===== src/rtl/result_serializer.sv =====
// result_serializer
//   Captures a W-bit result on a load strobe and streams it out as N = W/DW
//   words of DW bits, least-significant word first, over a valid/ready
//   interface with an end-of-frame flag. A load offered while a frame is
//   still in flight is rejected and counted in a saturating 8-bit counter.
//   A load offered in the cycle the last word transfers is accepted and
//   starts the next frame with no bubble.
module result_serializer #(
  parameter int W  = 96,
  parameter int DW = 32
) (
  input  logic          clk,
  input  logic          rst,
  input  logic          ld,
  input  logic [W-1:0]  y_in,
  output logic          ld_ready,
  output logic [DW-1:0] dout,
  output logic          dout_valid,
  input  logic          dout_ready,
  output logic          dout_last,
  output logic [7:0]    drop_cnt
);

  localparam int N  = W / DW;
  localparam int IW = (N > 1) ? $clog2(N) : 1;
  localparam logic [IW-1:0] LAST_IDX = IW'(N - 1);

  typedef enum logic {
    IDLE = 1'b0,
    SEND = 1'b1
  } state_t;

  state_t          state_q, state_d;
  logic [W-1:0]    shreg_q, shreg_d;
  logic [IW-1:0]   idx_q, idx_d;
  logic [7:0]      drop_q, drop_d;

  logic            xfer;
  logic            at_last;
  logic            accept;
  logic            reject;

  // Saturating increment: the drop counter sticks at its maximum value.
  function automatic logic [7:0] sat_inc8(input logic [7:0] v);
    if (v == 8'hFF) begin
      return v;
    end
    return v + 8'd1;
  endfunction

  // The output word is always the low slice of the shift register; the
  // register only moves on a transfer, so dout is stable under backpressure.
  assign dout_valid = (state_q == SEND);
  assign at_last    = (idx_q == LAST_IDX);
  assign xfer       = dout_valid & dout_ready;
  assign dout_last  = at_last & dout_valid;
  assign dout       = shreg_q[DW-1:0];
  assign drop_cnt   = drop_q;

  // Ready when idle, or when the final word of the current frame is leaving
  // this cycle so the next frame can follow back-to-back.
  assign ld_ready   = (state_q == IDLE) | (xfer & at_last);
  assign accept     = ld & ld_ready;
  assign reject     = ld & ~ld_ready;

  // Next-state, shift register and word index.
  always_comb begin
    state_d = state_q;
    shreg_d = shreg_q;
    idx_d   = idx_q;
    unique case (state_q)
      IDLE: begin
        if (accept) begin
          shreg_d = y_in;
          idx_d   = '0;
          state_d = SEND;
        end
      end
      SEND: begin
        if (xfer) begin
          if (at_last) begin
            if (accept) begin
              shreg_d = y_in;
              idx_d   = '0;
              state_d = SEND;
            end else begin
              state_d = IDLE;
            end
          end else begin
            shreg_d = shreg_q >> DW;
            idx_d   = idx_q + IW'(1);
          end
        end
      end
      default: begin
        state_d = IDLE;
      end
    endcase
  end

  // Drop counter: a rejected load never touches the frame in flight.
  always_comb begin
    drop_d = drop_q;
    if (reject) begin
      drop_d = sat_inc8(drop_q);
    end
  end

  // State registers; reset wins over a load or transfer in the same cycle.
  always_ff @(posedge clk) begin
    if (rst) begin
      state_q <= IDLE;
      shreg_q <= '0;
      idx_q   <= '0;
      drop_q  <= '0;
    end else begin
      state_q <= state_d;
      shreg_q <= shreg_d;
      idx_q   <= idx_d;
      drop_q  <= drop_d;
    end
  end

endmodule


===== config.mk =====
export PLATFORM = sky130hd
export DESIGN_NAME = result_serializer
export DESIGN_NICKNAME = d
export VERILOG_FILES = /design/src/rtl/result_serializer.sv
export SDC_FILE = /design/constraint.sdc
export NUM_CORES = 1
export LEC_CHECK = 0
export BUFFER_PORTS_ARGS = -buffer_cell sky130_fd_sc_hd__buf_2
export CAP_MARGIN = 40
export CORE_MARGIN = 5
export CORE_UTILIZATION = 54
export CTS_BUF_LIST = sky130_fd_sc_hd__clkbuf_2
export DETAILED_ROUTE_END_ITERATION = 6
export PLACE_DENSITY = 0.82
export SLEW_MARGIN = 5
export SYNTH_ARGS = -nofsm -noshare
export SYNTH_HDL_FRONTEND = slang
export SYNTH_SLANG_ARGS = --single-unit

===== constraint.sdc =====
create_clock -name clk -period 1.95 [get_ports clk]
set_input_delay 0.195 -clock clk [delete_from_list [all_inputs] [get_ports clk]]
set_output_delay 0.195 -clock clk [all_outputs]
set_load 0.005 [all_outputs]

Yosys cells after proc, flatten, opt, wreduce, memory -nomap -nowiden
Cells that the tools add are included.
- bitwise operators: 8
- muxes and demuxes: 15
- reductions and logical operators: 1
- $add $sub $neg: 2
- eq/ne operators: 4
- operator list (kind ; number):
    two-way mux 96 bit ; 3
    case mux 96 bit (2 select lines) ; 1
    adder 8 x 1 -> 8 bit (second input constant) ; 1
    equality test 8 bit (second input constant) ; 1
    two-way mux 8 bit ; 1
    two-way mux 2 bit ; 3
    bitwise AND 1 bit ; 5
    two-way mux 1 bit ; 5
    case mux 2 bit (2 select lines) ; 1
    adder 2 x 1 -> 2 bit (second input constant) ; 1
    equality test 2 bit (second input constant) ; 1
    inequality test 2 x 1 -> 1 bit (second input constant) ; 1
    inequality test 2 bit (second input constant) ; 1
    NOT 1 bit ; 2
    case mux 1 bit (2 select lines) ; 1
    AND reduction 2 bit ; 1
    bitwise OR 1 bit ; 1
- flip-flop bits (word level): 107
- output and inout bits: 43
- input bits: 100
- logic and storage cells: 34

Longest topological paths before layout
Gate-level depths: netlist of the first run.
- word-level depth: 8
- gate-level depth with buffers: 6
- mapped depth without buffers: 5

Least setup slack after synthesis of the first run
Ideal clock, no wire load.
- path type: flip-flop to flip-flop
- from: register drop_q[0], in the netlist drop_cnt[0]
- to: register drop_q[7], in the netlist drop_cnt[7]
- arrival: 1.442 ns
- stages on the path, launching flop included: 6
- library setup time: 0.121 ns
- buffers on the path: 1
- data required time: 1.829 ns
- period minus slack after synthesis: 1.562 ns
- setup slack: 0.388 ns
- cell sequence: dfxtp_1 -> ha_1 -> and3_1 -> buf_2 -> nor4_1 -> mux2_2
- longest elaborated chain between the ends: 5
- elaborated cells on any way between the ends: 7
- classes of those cells: add/sub (1); eq/ne (2); mux (3); reduce/logical (1)
- RTL lines (what ; RTL line ; RTL):
    start: declaration ; 36 ; logic [7:0] drop_q, drop_d;
    start signal: assignment ; 120 ; drop_q <= drop_d;
    equality test 8 bit ; 45 ; if (v == 8'hFF) begin
    two-way mux 1 bit ; 45 ;
    two-way mux 1 bit ; 104 ; if (reject) begin
    inequality test 2 bit (no line) ; n/a ;
    AND reduction 2 bit (no line) ; n/a ;
Several ways; a longest one is shown, not always the timed one. The select of a mux whose other input is x is not followed.
A chain may end at the register's enable or synchronous reset.

Worst setup path in the final report of the first run
- from: register idx_q[0]
- to: output dout_last
- longest elaborated chain between the ends: 2
- RTL lines (what ; RTL line ; RTL):
    start: declaration ; 35 ; logic [IW-1:0] idx_q, idx_d;
    start signal: assignment ; 119 ; idx_q <= idx_d;
    equality test 2 bit ; 54 ; assign at_last = (idx_q == LAST_IDX);
    bitwise AND 1 bit ; 56 ; assign dout_last = at_last & dout_valid;
    end: declaration ; 20 ; output logic dout_last,
No other way between the ends.

==> results of run 1 <==
## critical path: cells and delay by family (launching register included)
family        cells  cell delay (ns)
buf+inv           2             0.32
simple gates      2             0.36
flops             1             0.41
## how the worst min path moves through the flow
| stage | slack, ns | from | to |
|---|---|---|---|
| after floorplan | 0.34 | y_in[64] | shreg_q[64] |
| after global placement | 0.44 | y_in[89] | shreg_q[89] |
| after detailed placement | 0.44 | y_in[76] | shreg_q[76] |
| after CTS | 0.04 | y_in[41] | shreg_q[41] |
| after global routing | 0.04 | y_in[61] | shreg_q[61] |
| final | 0.07 | y_in[41] | shreg_q[41] |
## where the power goes
part / switching (mW) / internal [mW] / leakage, nW
logic: 0.471 / 0.407 / 1.55
registers: 0.0985 / 2.36 / 0.883
clock network: 0.728 / 0.174 / 0.0560
## cells in the final DEF, fill, tap and decap left out, types with 2 or more instances in the layout
master	netlist	final
a211o_1	63	63
a211oi_1	64	64
a21oi_1	103	103
and3_1	3	3
buf_12	0	4
buf_2	30	141
buf_4	32	11
buf_6	2	2
clkbuf_2	0	10
clkinvlp_4	0	2
dfxtp_1	107	105
dlygate4sd3_1	0	34
inv_1	4	3
mux2i_1	3	3
nand2_1	36	36
nand2b_1	3	2
nand3_1	5	5
nor2_1	6	6
o21ai_0	94	94
o21ai_1	4	4
o31ai_1	3	3
or3b_2	2	2
or4_1	3	3
## routing by layer
layer  up-vias  GRT usage, %
li1       2490             -
met2       217          35.0
met3        36          4.18
met1      2353          35.2
met4         0          9.29
met5         -             0
## per-stage QoR
stage | setup TNS, ns | area [sq um] | std cells | total power [mW]
finish | 0 | 6200 | 864 | 4.24
global route | -0.00290 | 6190 | 863 | 4.46
CTS | 0 | 6180 | 863 | 4.25
detailed placement | 0 | 5740 | 813 | 3.31
global placement | 0 | 5740 | 813 | 3.28
floorplan | 0 | 5230 | 625 | 3.07
## cell families after synthesis
kind of cell / Yosys count / synth area share [%]
DFF: 107 / 41.0
AOI/OAI and AO/OA: 337 / 40.5
adders and majority gates: 1 / 0.239
muxes: 4 / 0.790
buffers and inverters: 108 / 11.1
and+or+nand+nor: 68 / 6.41
## cells in the mapped netlist, drive strengths merged
master  instances  area share [%]
a211o          63              11
a211oi         65             9.4
a21o            1            0.14
a21oi         104              10
a31oi           1            0.12
a32oi           1            0.17
and3            3            0.36
buf            72             8.5
clkbuf         32             2.3
dfxtp         107              41
ha              1            0.24
inv             4            0.29
mux2            1            0.22
mux2i           3            0.57
nand2          37             2.7
nand2b          4            0.53
nand3           6            0.67
nand3b          1            0.22
nand4           1            0.12
nor2            6            0.43
nor2b           2            0.24
nor3b           1            0.14
nor4            1            0.12
o21a            1            0.14
o21ai          98             9.4
o31ai           3            0.43
or3             1            0.12
or3b            2            0.34
or4             3            0.43
## sequential cells by signal (all words and copies together) (netlist names)
name	count
shreg_q	96
dout_valid	1
idx_q	2
drop_cnt	8
## cell type report
cell class                      count  share of cell area [%]
Multi-Input combinational cell    410                    40.8
Sequential cell                   107                    34.7
Timing Repair Buffer              193                    20.1
Tap cell                          133                    2.69
Clock buffer                       10                   0.808
Clock inverter                      6                   0.666
Inverter                            4                   0.242
Antenna cell                        1                  0.0404
## repair_timing
action	in CTS	in global routing
hold endpoints to repair	36	0
endpoints found under the setup margin	2	2
cloned	0	0
buffers inserted	0	0
hold buffers	34	0
gates resized for setup	2	4
==> key figures, run 1 <==
Run status
  – Status: complete, no violations

Die
  – Die Ht: 108 um
  – Starting Density: 54.5%
  – Floorplan row count: 36
  – Full die area: 11800 sq um
  – Die width: 108 um
  – Io pins: 143
  – Core area: 9590 sq um

Detailed routing
  – Starting DRT DRC Count: 322
  – Uppermost layer routed: met4
  – Pre-antenna DRT Iters: 5
  – M1 wire length: 6.61 mm
  – Total number of vias: 5096
  – Met2 wire length: 6.32 mm
  – Post-DRT Antenna Nets: 0
  – Drt wl/cell: 16.6 um
  – DR WL met3: 1.04 mm
  – Post-route DRC violation count: 0
  – Final WL: 14.4 mm
  – Vias/cell: 5.90

STA
  – Final Hold Slack: 0.0728 ns
  – Rel. slew slack: 67.3%
  – Unrepaired setup endpoints after global routing: yes
  – Final Hold Fails: 0
  – Setup-failing EPs final: 0
  – Fin Clk Skew: 0.0415 ns
  – Period utilisation layout: 93.9%
  – Min setup slack post-route: 0.120 ns
  – Final min period: 1.83 ns
  – Pins Over Slew Limit: 0
  – Fmax: 0.546 GHz
  – Worst-margin pin slew: 0.485 ns

Setup path
  – Setup crit end kind: output port
  – RR Endpoint: drop_cnt[7]
  – Worst setup path class: register to output port
  – Setup slack, reg-to-reg: 0.21 ns
  – CP Data Arrival Time: 1.64 ns
  – Critical path's largest stage delay: 0.41 ns
  – Setup crit end: dout_last
  – Required @ worst endpoint: 1.75 ns
  – R2r startpoint: drop_cnt[0]
  – CP Launch Type: register
  – Register-to-Register Path Depth: 4
  – Largest fanout on the critical path: 29
  – Crit path from: idx_q[0]
  – Critical Path, Cell by Cell: nand2b_2 -> buf_8 -> nor2_1 -> buf_2
  – CP max-delay cell: dfxtp_1

Clocking
  – Root buffer cell: clkbuf_2
  – H-Tree Depth: 3
  – Clk pin slew, worst setup/hold paths: 0.30 ns
  – Cts bufs inserted: 9
  – CTS tree: done
  – Clock Path Buffers: 2
  – Clock sinks: 107
  – Worst-skew pair later-pin latency: 0.56 ns

Cells and area
  – Synthesis-to-finish area growth: 18.5%
  – Final layout net count: 826
  – Utilization after layout: 64.6%
  – Reg area: 2150 sq um
  – Layout cells sized above 1: 25.9%
  – Fill count: 813
  – Multi-input logic area: 2530 sq um

Placement
  – IO Port Bufs: 142
  – Final GP Congestion: 0.884
  – Dpl hpwl: 9.65 mm
  – Worst slack at placement: 0.234 ns

Logic synthesis
  – Syn Nets: 726
  – Post-synthesis sequential area ratio: 41.0%
  – Synthesized flop and latch total: 107
  – Syn Std Cell Area: 5230 sq um
  – Post-synthesis cell count: 625
  – Ys Warns: 0
  – Post-synth cell types: 38
  – Mean post-synth cell area: 8.37 sq um

Global routing
  – Largest net degree at the start of global routing: 79
  – Total GRT Usage: 24.0%
  – First-pass GRT wire length: 22.7 mm
  – Initial antenna violation count: 0
  – Vias in the first global route: 4477
  – Grt total ovfl: 0

Pwr
  – Worst ir drop on vdd: 351 uV
  – Leak: 2.49 nW
  – Cell area power density: 684 nW/um^2

Job
  – Max_cap viols: 0

Hold path
  – Min-Delay Path Depth: 4
  – Min-Delay Path Class: input pin to register
Note: power is estimated with default switching activity, not from simulation.
==> run 2: changes to the inputs <==
==> constraint.sdc (replaced) <==
create_clock -name clk -period 1.95 [get_ports clk]
set_input_delay 0.195 -clock clk [delete_from_list [all_inputs] [get_ports clk]]
set_output_delay 0.195 -clock clk [all_outputs]
set_load 0.05 [all_outputs]
==> run 2 against run 1 <==
  * Sequential power about the same
  * Maximum frequency down 0.98%
  * Hold slack worse by 0.0077 ns
  * Non-clock buffer count up 4
  * Die area unchanged
  * Highest routed layer unchanged
  * Largest cell class unchanged
  * Wire length up 5.4%
  * Critical endpoint unchanged
  * Critical path type unchanged
==> key figures, run 2 (synthesis results as in run 1) <==
Clocking
  – H-Tree Depth: 3 (unchanged)
  – Clock sinks: 107 (unchanged)
  – Clk pin slew, worst setup/hold paths: 0.29 ns (was 0.30 ns)
  – CTS tree: done (unchanged)
  – Root buffer cell: clkbuf_2 (unchanged)
  – Cts bufs inserted: 9 (unchanged)
  – Clock Path Buffers: 2 (unchanged)
  – Worst-skew pair later-pin latency: 0.55 ns (was 0.56 ns)

Global routing
  – Total GRT Usage: 24.4% (was 24.0%)
  – First-pass GRT wire length: 23.1 mm (was 22.7 mm)
  – Largest net degree at the start of global routing: 73 (was 79)
  – Initial antenna violation count: 0 (unchanged)
  – Grt total ovfl: 0 (unchanged)
  – Vias in the first global route: 4567 (was 4477)

Setup path
  – Worst setup path class: register to output port (unchanged)
  – Largest fanout on the critical path: 22 (was 29)
  – Register-to-Register Path Depth: 5 (was 4)
  – RR Endpoint: shreg_q[60] (was drop_cnt[7])
  – Setup crit end: dout_last (unchanged)
  – Crit path from: dout_valid (was idx_q[0])
  – Setup crit end kind: output port (unchanged)
  – Required @ worst endpoint: 1.75 ns (about the same)
  – CP Data Arrival Time: 1.65 ns (was 1.64 ns)
  – CP Launch Type: register (unchanged)
  – Setup slack, reg-to-reg: 0.17 ns (was 0.21 ns)
  – R2r startpoint: idx_q[0] (was drop_cnt[0])

STA
  – Period utilisation layout: 94.8% (was 93.9%)
  – Final min period: 1.85 ns (was 1.83 ns)
  – Pins Over Slew Limit: 0 (unchanged)
  – Unrepaired setup endpoints after global routing: no (was yes)
  – Setup TNS: 0 ns (unchanged)
  – Fmax: 0.541 GHz (was 0.546 GHz)
  – Setup-failing EPs final: 0 (unchanged)
  – Rel. slew slack: 67.3% (unchanged)
  – Fin Clk Skew: 0.0591 ns (was 0.0415 ns)
  – Worst-margin pin slew: 0.490 ns (was 0.485 ns)
  – Final Hold Fails: 0 (unchanged)

Placement
  – Final GP Congestion: 0.854 (was 0.884)
  – Dpl hpwl: 9.80 mm (was 9.65 mm)
  – Area after DPL: 5790 sq um (was 5740 sq um)
  – IO Port Bufs: 142 (unchanged)

Cells and area
  – Utilization after layout: 65.5% (was 64.6%)
  – Synthesis-to-finish area growth: 20.1% (was 18.5%)
  – Largest register FFs: 96 (unchanged)
  – Layout cells sized above 1: 26.5% (was 25.9%)
  – Commonest non-fill, non-tap cell in the layout: buf_2 (unchanged)
  – Top reg by flops: shreg_q (unchanged)
  – Commonest non-fill, non-tap cells in the layout: buf_2, dfxtp_1, a21oi_1 (unchanged)
  – Final layout net count: 830 (was 826)
  – # diodes: 0 (was 1)
  – Design Area, Final: 6280 sq um (was 6200 sq um)

Detailed routing
  – Post-route DRC violation count: 0 (unchanged)
  – M1 wire length: 6.68 mm (was 6.61 mm)
  – Vias/cell: 5.93 (was 5.90)
  – Total number of vias: 5139 (was 5096)
  – Post-DRT Antenna Nets: 0 (unchanged)
  – Drt wl/cell: 17.5 um (was 16.6 um)
  – Pre-antenna DRT Iters: 5 (unchanged)
  – Starting DRT DRC Count: 481 (was 322)
  – Met2 wire length: 6.91 mm (was 6.32 mm)
  – Uppermost layer routed: met4 (unchanged)
  – DR WL met3: 1.24 mm (was 1.04 mm)
  – Final WL: 15.1 mm (was 14.4 mm)

Pwr
  – Total power: 4.47 mW (was 4.24 mW)
  – Worst ir drop on vdd: 365 uV (was 351 uV)
  – Cell area power density: 712 nW/um^2 (was 684 nW/um^2)
  – Leak: 2.54 nW (was 2.49 nW)

Job
  – Max_cap viols: 0 (unchanged)

Die
  – Floorplan row count: 36 (unchanged)
  – Die width: 108 um (unchanged)
  – Starting Density: 54.5% (unchanged)
  – Full die area: 11800 sq um (unchanged)
  – Core area: 9590 sq um (unchanged)
  – Die Ht: 108 um (unchanged)
  – Io pins: 143 (unchanged)

Hold path
  – Min-Delay Path Class: input pin to register (unchanged)

Run status
  – Status: complete, no violations (unchanged)
run 2: cell types whose count changed in the layout (fill, tap and decap cells not counted), sizes merged:
cell / change
buf: +4
clkbuf: +1
dlygate4sd3: -1
diode: -1
inv: -1
run 2: how the worst min path moves through the flow:
| stage | from | endpoint | slack, ns | cells past startpoint |
|---|---|---|---|---|
| final | rst | drop_cnt[4] | 0.07 | 2 |
| after floorplan | y_in[64] | shreg_q[64] | 0.34 | 2 |
| after CTS | rst | idx_q[1] | 0.04 | 2 |
| after global placement | y_in[80] | shreg_q[80] | 0.44 | 3 |
| after detailed placement | y_in[79] | shreg_q[79] | 0.45 | 3 |
| after global routing | rst | drop_cnt[5] | 0.03 | 2 |
run 2: final cells by class:
type                    instances  area [sq um]
well taps                     133           166
multi-input cells             410          2530
inverters                       4          15.0
repair buffers                197          1340
flip-flops and latches        107          2150
clock inverters                 5          31.3
clock buffers                  10          50.0
fillers                       821          3310
run 2: worst max-delay path: stages (launching register included):
cell and delay (ns):
dfxtp_4 0.48, buf_6 0.24, inv_1 0.08, nor2_2 0.13, buf_6 0.17
run 2: report_power, final:
part           internal [mW]  leakage, nW  switching [mW]
Sequential              2.36        0.884          0.0952
Combinational          0.426         1.60           0.733
Clock                  0.159       0.0491           0.698
Total                   2.95         2.54            1.53
run 2: metal layers:
metal,GRT usage [%],up-vias
li1,-,2499
met3,5.91,30
met5,0,-
met1,34.4,2371
met2,37.6,239
met4,6.22,0
run 2: timing repair:
action | in CTS | in global routing
hold buffers | 33 | 0
setup endpoints to repair | 2 | 1
hold endpoints to repair | 33 | 0
setup buffers | 1 | 4
gates cloned | 0 | 1
gates resized for setup | 6 | 1
run 2: metrics by stage:
step | hold WS (ns) | setup slack, ns | cells
2_1_floorplan | 0.335 | 0.142 | 625
4_1_cts | 0.0415 | 0.0208 | 861
6_report | 0.0651 | 0.102 | 866
5_1_grt | 0.0305 | 0.00129 | 866
3_5_place_dp | 0.445 | 0.138 | 812
3_3_place_gp | 0.442 | 0.263 | 812
==> run 3: changes to the inputs <==
--- a/config.mk
+++ b/config.mk
@@ -7,12 +7,14 @@
 export LEC_CHECK = 0
 export BUFFER_PORTS_ARGS = -buffer_cell sky130_fd_sc_hd__buf_2
 export CAP_MARGIN = 40
+export CELL_PAD_IN_SITES_DETAIL_PLACEMENT = 0
+export CELL_PAD_IN_SITES_GLOBAL_PLACEMENT = 1
 export CORE_MARGIN = 5
-export CORE_UTILIZATION = 54
+export CORE_UTILIZATION = 40
 export CTS_BUF_LIST = sky130_fd_sc_hd__clkbuf_2
 export DETAILED_ROUTE_END_ITERATION = 6
-export PLACE_DENSITY = 0.82
-export SLEW_MARGIN = 5
+export PLACE_DENSITY_LB_ADDON = 0.1
+export SLEW_MARGIN = 20
 export SYNTH_ARGS = -nofsm -noshare
 export SYNTH_HDL_FRONTEND = slang
 export SYNTH_SLANG_ARGS = --single-unit
==> run 3 against run 2 <==
  * Sequential cell count is the same
  * Global-route usage decreased by 5.2 points
  * Sequential share of layout area fell by 0.46 points
==> key figures, run 3 (synthesis results as in run 1) <==
Detailed routing
  – Post-route DRC violation count: 0 (unchanged)
  – Starting DRT DRC Count: 279 (was 481)
  – Post-DRT Antenna Nets: 0 (unchanged)
  – Drt wl/cell: 17.1 um (was 17.5 um)
  – Total number of vias: 4903 (was 5139)
  – Pre-antenna DRT Iters: 5 (unchanged)
  – Final WL: 15.6 mm (was 15.1 mm)
  – Vias/cell: 5.39 (was 5.93)

Cells and area
  – Synthesis-to-finish area growth: 21.9% (was 20.1%)
  – Top reg by flops: shreg_q (unchanged)
  – Layout cells sized above 1: 26.7% (was 26.5%)
  – Commonest non-fill, non-tap cell in the layout: buf_2 (unchanged)
  – Utilization after layout: 50.1% (was 65.5%)
  – Reg area: 2150 sq um (about the same)
  – # diodes: 0 (unchanged)
  – Largest register FFs: 96 (unchanged)
  – Final layout net count: 834 (was 830)
  – Multi-input logic area: 2530 sq um (unchanged)
  – Fill count: 1306 (was 821)
  – Design Area, Final: 6380 sq um (was 6280 sq um)
  – Final Non-Filler Cells: 910 (was 866)
  – Commonest non-fill, non-tap cells in the layout: buf_2, dfxtp_1, a21oi_1 (unchanged)

STA
  – Final Hold Slack: 0.0469 ns (was 0.0651 ns)
  – Fin Clk Skew: 0.0281 ns (was 0.0591 ns)
  – Worst-margin pin slew: 0.499 ns (was 0.490 ns)
  – Setup TNS: 0 ns (unchanged)
  – Fmax: 0.554 GHz (was 0.541 GHz)
  – Final Hold Fails: 0 (unchanged)
  – Period utilisation layout: 92.6% (was 94.8%)
  – Pins Over Slew Limit: 0 (unchanged)
  – Final min period: 1.81 ns (was 1.85 ns)
  – Setup-failing EPs final: 0 (unchanged)
  – Unrepaired setup endpoints after global routing: no (unchanged)
  – Rel. slew slack: 66.4% (was 67.3%)
  – Min setup slack post-route: 0.145 ns (was 0.102 ns)

Clocking
  – Cts bufs inserted: 9 (unchanged)
  – Worst-skew pair later-pin latency: 0.60 ns (was 0.55 ns)
  – Clock sinks: 107 (unchanged)
  – Root buffer cell: clkbuf_2 (unchanged)
  – Clock Path Buffers: 2 (unchanged)
  – H-Tree Depth: 3 (unchanged)
  – Clk pin slew, worst setup/hold paths: 0.28 ns (was 0.29 ns)
  – CTS tree: done (unchanged)

Job
  – Max_cap viols: 0 (unchanged)

Hold path
  – Min-Delay Path Depth: 4 (was 2)
  – Hold EP: shreg_q[25] (was drop_cnt[4])
  – Min-Delay Path Class: input pin to register (unchanged)
  – Hold path start: y_in[25] (was rst)

Setup path
  – Setup crit end kind: output port (unchanged)
  – R2r startpoint: drop_cnt[0] (was idx_q[0])
  – CP Data Arrival Time: 1.61 ns (was 1.65 ns)
  – Register-to-Register Path Depth: 4 (was 5)
  – Required @ worst endpoint: 1.75 ns (about the same)
  – CP Launch Type: register (unchanged)
  – Setup slack, reg-to-reg: 0.19 ns (was 0.17 ns)
  – Worst setup path class: register to output port (unchanged)
  – RR Endpoint: drop_cnt[7] (was shreg_q[60])
  – Largest fanout on the critical path: 5 (was 22)

Die
  – Die Ht: 124 um (was 108 um)
  – Io pins: 143 (unchanged)
  – Core area: 12700 sq um (was 9590 sq um)
  – Floorplan row count: 41 (was 36)
  – Die width: 124 um (was 108 um)
  – Full die area: 15500 sq um (was 11800 sq um)
  – Starting Density: 41.1% (was 54.5%)

Placement
  – IO Port Bufs: 142 (unchanged)
  – Final GP Congestion: 0.783 (was 0.854)
  – Placed cell count: 854 (was 812)
  – Area after DPL: 5870 sq um (was 5790 sq um)
  – Worst slack at placement: 0.0649 ns (was 0.138 ns)
  – Dpl hpwl: 10.4 mm (was 9.80 mm)

Global routing
  – Initial antenna violation count: 0 (unchanged)
  – Grt total ovfl: 0 (unchanged)
  – Total GRT Usage: 19.3% (was 24.4%)
  – First-pass GRT wire length: 24.6 mm (was 23.1 mm)
  – Vias in the first global route: 4564 (was 4567)
  – Largest net degree at the start of global routing: 66 (was 73)

Pwr
  – Leak: 2.57 nW (was 2.54 nW)
  – Total power: 4.51 mW (was 4.47 mW)
  – Cell area power density: 707 nW/um^2 (was 712 nW/um^2)
  – Worst ir drop on vdd: 277 uV (was 365 uV)
  – Comb pwr share: 25.9% (about the same)
  – Switching power: 1.54 mW (was 1.53 mW)
  – Internal power: 2.97 mW (was 2.95 mW)
  – Clock power frac: 19.7% (was 19.2%)
  – Switching Share: 34.2% (was 34.1%)
  – Seq pwr share: 54.5% (was 54.9%)

Run status
  – Status: complete, no violations (unchanged)
[run 3: cell types whose count changed in the layout (fill, tap and decap cells not counted)]
cell,previous run,this run
clkbuf_2,10,12
clkinv_2,0,2
dfxtp_4,1,2
dfxtp_2,2,1
buf_4,13,14
buf_8,0,1
clkinv_4,1,0
clkbuf_16,1,0
buf_6,2,1
dlygate4sd3_1,33,35
clkinvlp_4,2,0
buf_12,8,10
[run 3: worst max path at each step]
stage / slack [ns] / from / end
finish: 0.14 / idx_q[0] / ld_ready
global route: 0.04 / idx_q[0] / ld_ready
CTS: 0.03 / idx_q[0] / dout_last
detailed placement: 0.06 / idx_q[0] / shreg_q[39]
global placement: 0.13 / idx_q[0] / shreg_q[63]
floorplan: 0.14 / drop_cnt[0] / drop_cnt[4]
[run 3: timing repair]
action                                 in CTS  in global routing
hold buffers                               35                  0
gates cloned                                0                  0
resized for setup                           6                  3
endpoints found under the hold margin      42                  0
setup endpoints to repair                   3                  1
buffers inserted                            0                  5
[run 3: layout make-up]
type,count,area share [%]
multi-input combinational,410,39.8
clock buffer,12,0.942
tap,172,3.38
inverter,4,0.235
sequential,107,33.7
timing repair buffer,201,21.7
clock inverter,4,0.275
[run 3: metal layers]
metal / share of wire, % / track usage (%)
met5: 0 / 0
met4: 1.3 / 5.93
met3: 6.0 / 3.34
met2: 42 / 26.9
met1: 51 / 29.7
[run 3: power by group through the flow]
stage / clock network (mW) / registers, mW / logic [mW]
after global routing: 1.00 / 2.48 / 1.27
after floorplan: 0 / 2.48 / 0.847
after detailed placement: 0 / 2.50 / 1.10
after CTS: 0.932 / 2.46 / 1.15
final: 0.887 / 2.46 / 1.17
after global placement: 0 / 2.50 / 1.09
[run 3: critical path, stage by stage, from the launching register on]
cell      delay [ns]
dfxtp_4         0.41
nand3b_2        0.25
nand2_1         0.11
buf_2           0.26
